**src/rtl/map_merger.sv**
```systemverilog
// map_merger: output-side merge stage of the conv datapath.
// Requantizes each signed 32-bit accumulator beat to int8 using an optional ReLU,
// a round-half-up arithmetic right shift and saturation. Packs four bytes per
// 32-bit word and streams the words to omap_biu. Counts the words in each frame,
// zero-pads a short final word and pulses frame_done when a frame ends.
//
// Handshakes: a transfer happens on any rising edge where valid & ready are both 1.
// Once map_merger2omap_biu_vld is raised, it and the data stay unchanged until
// that transfer. The upstream acc_* side may present or withdraw a beat freely.
// acc_rdy is combinational from the downstream ready, so one beat per cycle is
// sustained while omap_biu keeps accepting words.
module map_merger #(
    parameter int FRAME_WORDS = 200704,
    parameter int SHIFT_W     = 5
) (
    input  logic               clk,
    input  logic               rst_n,
    input  logic               conv_start,
    input  logic               relu_en,
    input  logic [SHIFT_W-1:0] quant_shift,
    input  logic [31:0]        acc_data,
    input  logic               acc_last,
    input  logic               acc_vld,
    output logic               acc_rdy,
    output logic [31:0]        map_merger2omap_biu_data,
    output logic               map_merger2omap_biu_vld,
    input  logic               map_merger2omap_biu_rdy,
    output logic               frame_done
);

    localparam int CNT_W = (FRAME_WORDS > 1) ? $clog2(FRAME_WORDS) : 1;
    localparam logic [CNT_W-1:0] CNT_LAST = CNT_W'(FRAME_WORDS - 1);

    logic [1:0]       byte_idx_q, byte_idx_d;
    logic [31:0]      pack_q, pack_d;
    logic [31:0]      data_q, data_d;
    logic             vld_q, vld_d;
    logic             last_q, last_d;
    logic [CNT_W-1:0] word_cnt_q, word_cnt_d;
    logic             frame_done_q, frame_done_d;

    logic signed [33:0] v_ext;
    logic signed [33:0] rounded;
    logic signed [33:0] shifted;
    logic [7:0]         q_byte;
    logic [31:0]        packed_word;
    logic               accept;
    logic               xfer;
    logic               word_close;

    assign acc_rdy = !conv_start && (!vld_q || map_merger2omap_biu_rdy);
    assign accept  = acc_vld && acc_rdy;
    assign xfer    = vld_q && map_merger2omap_biu_rdy;

    assign map_merger2omap_biu_data = data_q;
    assign map_merger2omap_biu_vld  = vld_q;
    assign frame_done               = frame_done_q;

    // Requantize the incoming beat: ReLU, round-half-up arithmetic shift, int8 saturation.
    always_comb begin
        v_ext   = (relu_en && acc_data[31]) ? 34'sd0 : {{2{acc_data[31]}}, acc_data};
        rounded = v_ext;
        shifted = v_ext;
        if (quant_shift != '0) begin
            rounded = v_ext + (34'sd1 <<< (quant_shift - 1'b1));
            shifted = rounded >>> quant_shift;
        end
        if (shifted > 34'sd127) begin
            q_byte = 8'h7F;
        end else if (shifted < -34'sd128) begin
            q_byte = 8'h80;
        end else begin
            q_byte = shifted[7:0];
        end
        // Higher lanes are still zero because the pack buffer is cleared after every word.
        packed_word = pack_q | ({24'd0, q_byte} << {byte_idx_q, 3'b000});
        word_close  = (byte_idx_q == 2'd3) || acc_last;
    end

    // Next-state for the packer, the output register and the frame word counter.
    always_comb begin
        byte_idx_d   = byte_idx_q;
        pack_d       = pack_q;
        data_d       = data_q;
        vld_d        = vld_q;
        last_d       = last_q;
        word_cnt_d   = word_cnt_q;
        frame_done_d = 1'b0;
        if (conv_start) begin
            byte_idx_d = 2'd0;
            pack_d     = 32'd0;
            data_d     = 32'd0;
            vld_d      = 1'b0;
            last_d     = 1'b0;
            word_cnt_d = '0;
        end else begin
            if (xfer) begin
                vld_d = 1'b0;
                if (last_q || (word_cnt_q == CNT_LAST)) begin
                    word_cnt_d   = '0;
                    frame_done_d = 1'b1;
                end else begin
                    word_cnt_d = word_cnt_q + 1'b1;
                end
            end
            // A completing beat can only be accepted when the output register is free
            // or being emptied this cycle, so the reload never overwrites a pending word.
            if (accept) begin
                if (word_close) begin
                    data_d     = packed_word;
                    vld_d      = 1'b1;
                    last_d     = acc_last;
                    byte_idx_d = 2'd0;
                    pack_d     = 32'd0;
                end else begin
                    pack_d     = packed_word;
                    byte_idx_d = byte_idx_q + 2'd1;
                end
            end
        end
    end

    // State registers with synchronous active-low reset.
    always_ff @(posedge clk) begin
        if (!rst_n) begin
            byte_idx_q   <= 2'd0;
            pack_q       <= 32'd0;
            data_q       <= 32'd0;
            vld_q        <= 1'b0;
            last_q       <= 1'b0;
            word_cnt_q   <= '0;
            frame_done_q <= 1'b0;
        end else begin
            byte_idx_q   <= byte_idx_d;
            pack_q       <= pack_d;
            data_q       <= data_d;
            vld_q        <= vld_d;
            last_q       <= last_d;
            word_cnt_q   <= word_cnt_d;
            frame_done_q <= frame_done_d;
        end
    end

endmodule

```
**config.mk**
```make
export PLATFORM = sky130hd
export DESIGN_NAME = map_merger
export DESIGN_NICKNAME = d
export VERILOG_FILES = /design/src/rtl/map_merger.sv
export SDC_FILE = /design/constraint.sdc
export NUM_CORES = 1
export LEC_CHECK = 0
export CELL_PAD_IN_SITES_DETAIL_PLACEMENT = 1
export CELL_PAD_IN_SITES_GLOBAL_PLACEMENT = 2
export CORE_UTILIZATION = 37
export CTS_CLUSTER_DIAMETER = 200
export DETAILED_ROUTE_END_ITERATION = 7
export PLACE_DENSITY_LB_ADDON = 0.3
export SYNTH_ARGS = -nofsm -noshare
export SYNTH_HDL_FRONTEND = slang
export SYNTH_SLANG_ARGS = --single-unit
```
**constraint.sdc**
```tcl
create_clock -name clk -period 12.8 [get_ports clk]
set_clock_uncertainty 0.05 [all_clocks]
set_input_delay 1.92 -clock clk [delete_from_list [all_inputs] [get_ports clk]]
set_output_delay 1.92 -clock clk [all_outputs]
set_load 0.005 [all_outputs]
```
==> flow_summary.json <==
{
  "status": "finished, final reports clean",
  "clk_pin_slew_ns": 0.06,
  "synth-seq-cells": 87,
  "die_w_um": 160,
  "use_met2_pct": 51.5,
  "drv_cap": 0,
  "avgRoutedWirePerCell_um": 24.1,
  "first_pass_iters": 5,
  "grt_pass1_wl_mm": 62.0,
  "post_cts_resized": 0,
  "htreeDepth": 3,
  "track_usage_pct": 30.8,
  "diodes": 0,
  "hold_buffers": 0,
  "power.share.clock_pct": 31.4,
  "grt.overflow.total": 0,
  "arrival_ns": 9.18,
  "synth_area_um2": 9240,
  "synth_fa_ha_area_share_pct": 4.96,
  "die_h_um": 160,
  "setup_viol": 0,
  "clockBufferDepth": 2,
  "p_sw_share_pct": 37.5,
  "ant_nets": 0,
  "min_path_type": "flip-flop to flip-flop",
  "gp_congestion": 0.975,
  "setup.worst_path.start_class": "input port",
  "grt.busiest_layer": "met2",
  "fillCellCount": 3112,
  "p_seq_share_pct": 34.1,
  "design_area_um2": 10600,
  "ir_worst_vdd_uv": 79.9,
  "relSlewSlack_pct": 29.8,
  "vias": 10700,
  "syn_area_per_cell_um2": 7.17,
  "cts_setup_buffers": 0,
  "synth-xor-area-share_pct": 3.89,
  "synth_async_sr_flop_share_pct": 0,
  "syn_to_final_growth_pct": 14.2,
  "endpoint_kind": "flip-flop",
  "p_per_area_nw_per_um2": 76.1,
  "dieArea_um2": 25600,
  "reg2regPathDepth": 7,
  "core_um2": 24400,
  "place_area_um2": 10300,
  "pin_count": 79,
  "yosys_warnings": 0,
  "synth_compound_area_share_pct": 36.3,
  "hpwl_mm": 31.2,
  "initial_core_util_pct": 37.9,
  "grt.met1_usage_pct": 39.7,
  "timing.setup.tns_ns": 0,
  "ys_seq_area_share_pct": 18.9,
  "synthSimpleGateAreaFrac_pct": 27.5,
  "final_nets": 1398,
  "grt_pass1_vias": 10700,
  "cts-root-buf": "clkbuf_16",
  "avgViaCountPerCell": 6.51,
  "synth_mux_area_share_pct": 4.19,
  "grt_max_degree": 61,
  "rsz0062_at_grt": "no",
  "synth-main-ff-cell": "dfxtp_1",
  "cts_buffers": 9,
  "cp.required_ns": 12.96,
  "fmax_mhz": 111,
  "drt_iter0_drc": 985,
  "critical_path_class": "input port to flip-flop",
  "whs_path_depth": 2,
  "ys_types": 95,
  "final.min_clock_period_ns": 9.01,
  "clock_latency_ns": 0.34,
  "path_max_fanout": 23,
  "cts_tree": "done",
  "period_share_pct": 70.4,
  "synth_edf_count": 0,
  "drv_slew": 0,
  "io_buffers": 78,
  "rows": 57,
  "worst_pin_slew_ns": 1.05,
  "antenna_found_initial": 0,
  "drive_above_1_share_pct": 6.80,
  "p_sw_uw": 301,
  "finalWirelength_mm": 39.7,
  "fin_total_pwr_uw": 802,
  "synth_top_family_by_area": "compound AO/OA/AOI/OAI gates",
  "drc": 0,
  "p_comb_share_pct": 34.4,
  "final_hold_viol_count": 0,
  "power.internal_uw": 501,
  "cts.sinks": 87,
  "power_leakage_nw": 3.87,
  "synthCells": 1289,
  "syn_nets": 1369,
  "use_met3_pct": 2.81
}
## power groups by stage
| stage | Sequential, mW | Combinational (mW) | Clock [mW] |
|---|---|---|---|
| floorplan | 0.280 | 0.177 | 0 |
| global placement | 0.280 | 0.267 | 0 |
| detailed placement | 0.280 | 0.268 | 0 |
| CTS | 0.274 | 0.270 | 0.257 |
| global route | 0.274 | 0.294 | 0.269 |
| finish | 0.274 | 0.276 | 0.252 |
## layout make-up
class                   count  area [µm²]  area share, %
clock buffers               9         225           2.13
multi-input cells        1106        7120           67.5
inverters                  14        52.6          0.498
well taps                 324         405           3.84
flip-flops and latches     87        1740           16.5
clock inverters             7        62.6          0.593
repair buffers            100         946           8.97
## cells by family (layout without fill, tap and decap cells)
group                    after synthesis  after routing
AND/OR/NAND/NOR                      529            529
AO/OA/AOI/OAI                        466            466
buffers and inverters                 96            130
flip-flops                            87             87
XOR/XNOR                              41             41
adder cells (fa/ha/maj)               36             36
multiplexers                          34             34
## sequential cells by signal, summed over array words and instances, names as in the netlist
register,count
frame_done,1
last_q,1
pack_q,32
map_merger2omap_biu_data,32
byte_idx_q,2
map_merger2omap_biu_vld,1
word_cnt_q,18
## cells in the mapped netlist (21+ instances only)
cell	number	area [µm²]
a21o_1	21	158
a21oi_1	78	390
a22oi_1	35	263
and2_1	39	244
clkbuf_1	53	199
dfxtp_1	87	1740
ha_1	35	438
mux2i_1	24	240
nand2_1	167	627
nand3_1	35	175
nand4_1	27	169
nor2_1	147	552
nor3_1	38	190
o211ai_1	27	203
o21ai_0	39	195
o21ai_1	72	360
xor2_1	25	219
## layer usage
metal  share of wire [%]  vias up
li1                    -     4950
met1                  43     5215
met2                  46      439
met3                 5.7      117
met4                 4.9        0
met5                   0        -
## per-stage QoR
step | worst slack (ns) | utilization, % | hold slack, ns | instances
floorplan | 5.38 | - | 0.379 | 1289
global placement | 3.67 | 42.1 | 0.385 | 1631
detailed placement | 3.62 | 42.1 | 0.394 | 1631
CTS | 3.97 | 43.3 | 0.402 | 1647
global route | 3.49 | 43.3 | 0.418 | 1647
finish | 3.79 | 43.3 | 0.400 | 1647
## path summary, 6_finish.rpt
kind,start,to,slack [ns]
hold / removal,pack_q[12]$_SDFFE_PP0P_,pack_q[12]$_SDFFE_PP0P_,0.40
hold reg to reg,pack_q[12]$_SDFFE_PP0P_,pack_q[12]$_SDFFE_PP0P_,0.40
setup reg to reg,map_merger2omap_biu_vld$_SDFF_PP0_,map_merger2omap_biu_data[27]$_SDFFE_PP0P_,10.44
setup / recovery,quant_shift[2],map_merger2omap_biu_data[0]$_SDFFE_PP0P_,3.79
## worst max-delay path: stages
cell             delay (ns)
clkdlybuf4s50_1        0.82
buf_4                  0.38
inv_1                  0.07
buf_4                  0.22
nand2_1                0.39
nor2_1                 0.17
nand2_1                0.16
inv_1                  0.08
ha_1                   0.48
nand4_1                0.27
nor3_1                 0.39
a21boi_1               0.55
o31ai_1                0.23
a21oi_1                0.37
o21ai_0                0.15
o2111ai_1              0.43
nor2_1                 0.08
a211o_1                0.34
or4b_4                 0.51
nor4b_4                0.31
a31oi_4                0.24
a221oi_4               0.43
o21ai_1                0.13
## placed cells by master, fill, tap and decap left out, types with 9 or more instances in the layout
| master | count |
|---|---|
| nand2_1 | 167 |
| nor2_1 | 146 |
| dfxtp_1 | 87 |
| a21oi_1 | 78 |
| clkdlybuf4s50_1 | 78 |
| o21ai_1 | 72 |
| and2_1 | 39 |
| o21ai_0 | 39 |
| nor3_1 | 37 |
| nand3_1 | 35 |
| a22oi_1 | 35 |
| ha_1 | 35 |
| nand4_1 | 27 |
| o211ai_1 | 27 |
| xor2_1 | 25 |
| mux2i_1 | 24 |
| buf_4 | 22 |
| a21o_1 | 21 |
| a211oi_1 | 20 |
| xnor2_1 | 16 |
| o21a_1 | 14 |
| nor4_1 | 12 |
| o31ai_1 | 11 |
| inv_1 | 10 |
| a211o_1 | 10 |
| a31oi_1 | 9 |
| o2111ai_1 | 9 |
| and3_1 | 9 |
| o221ai_1 | 9 |
| clkbuf_16 | 9 |
Power figures use the tool's default switching activity.
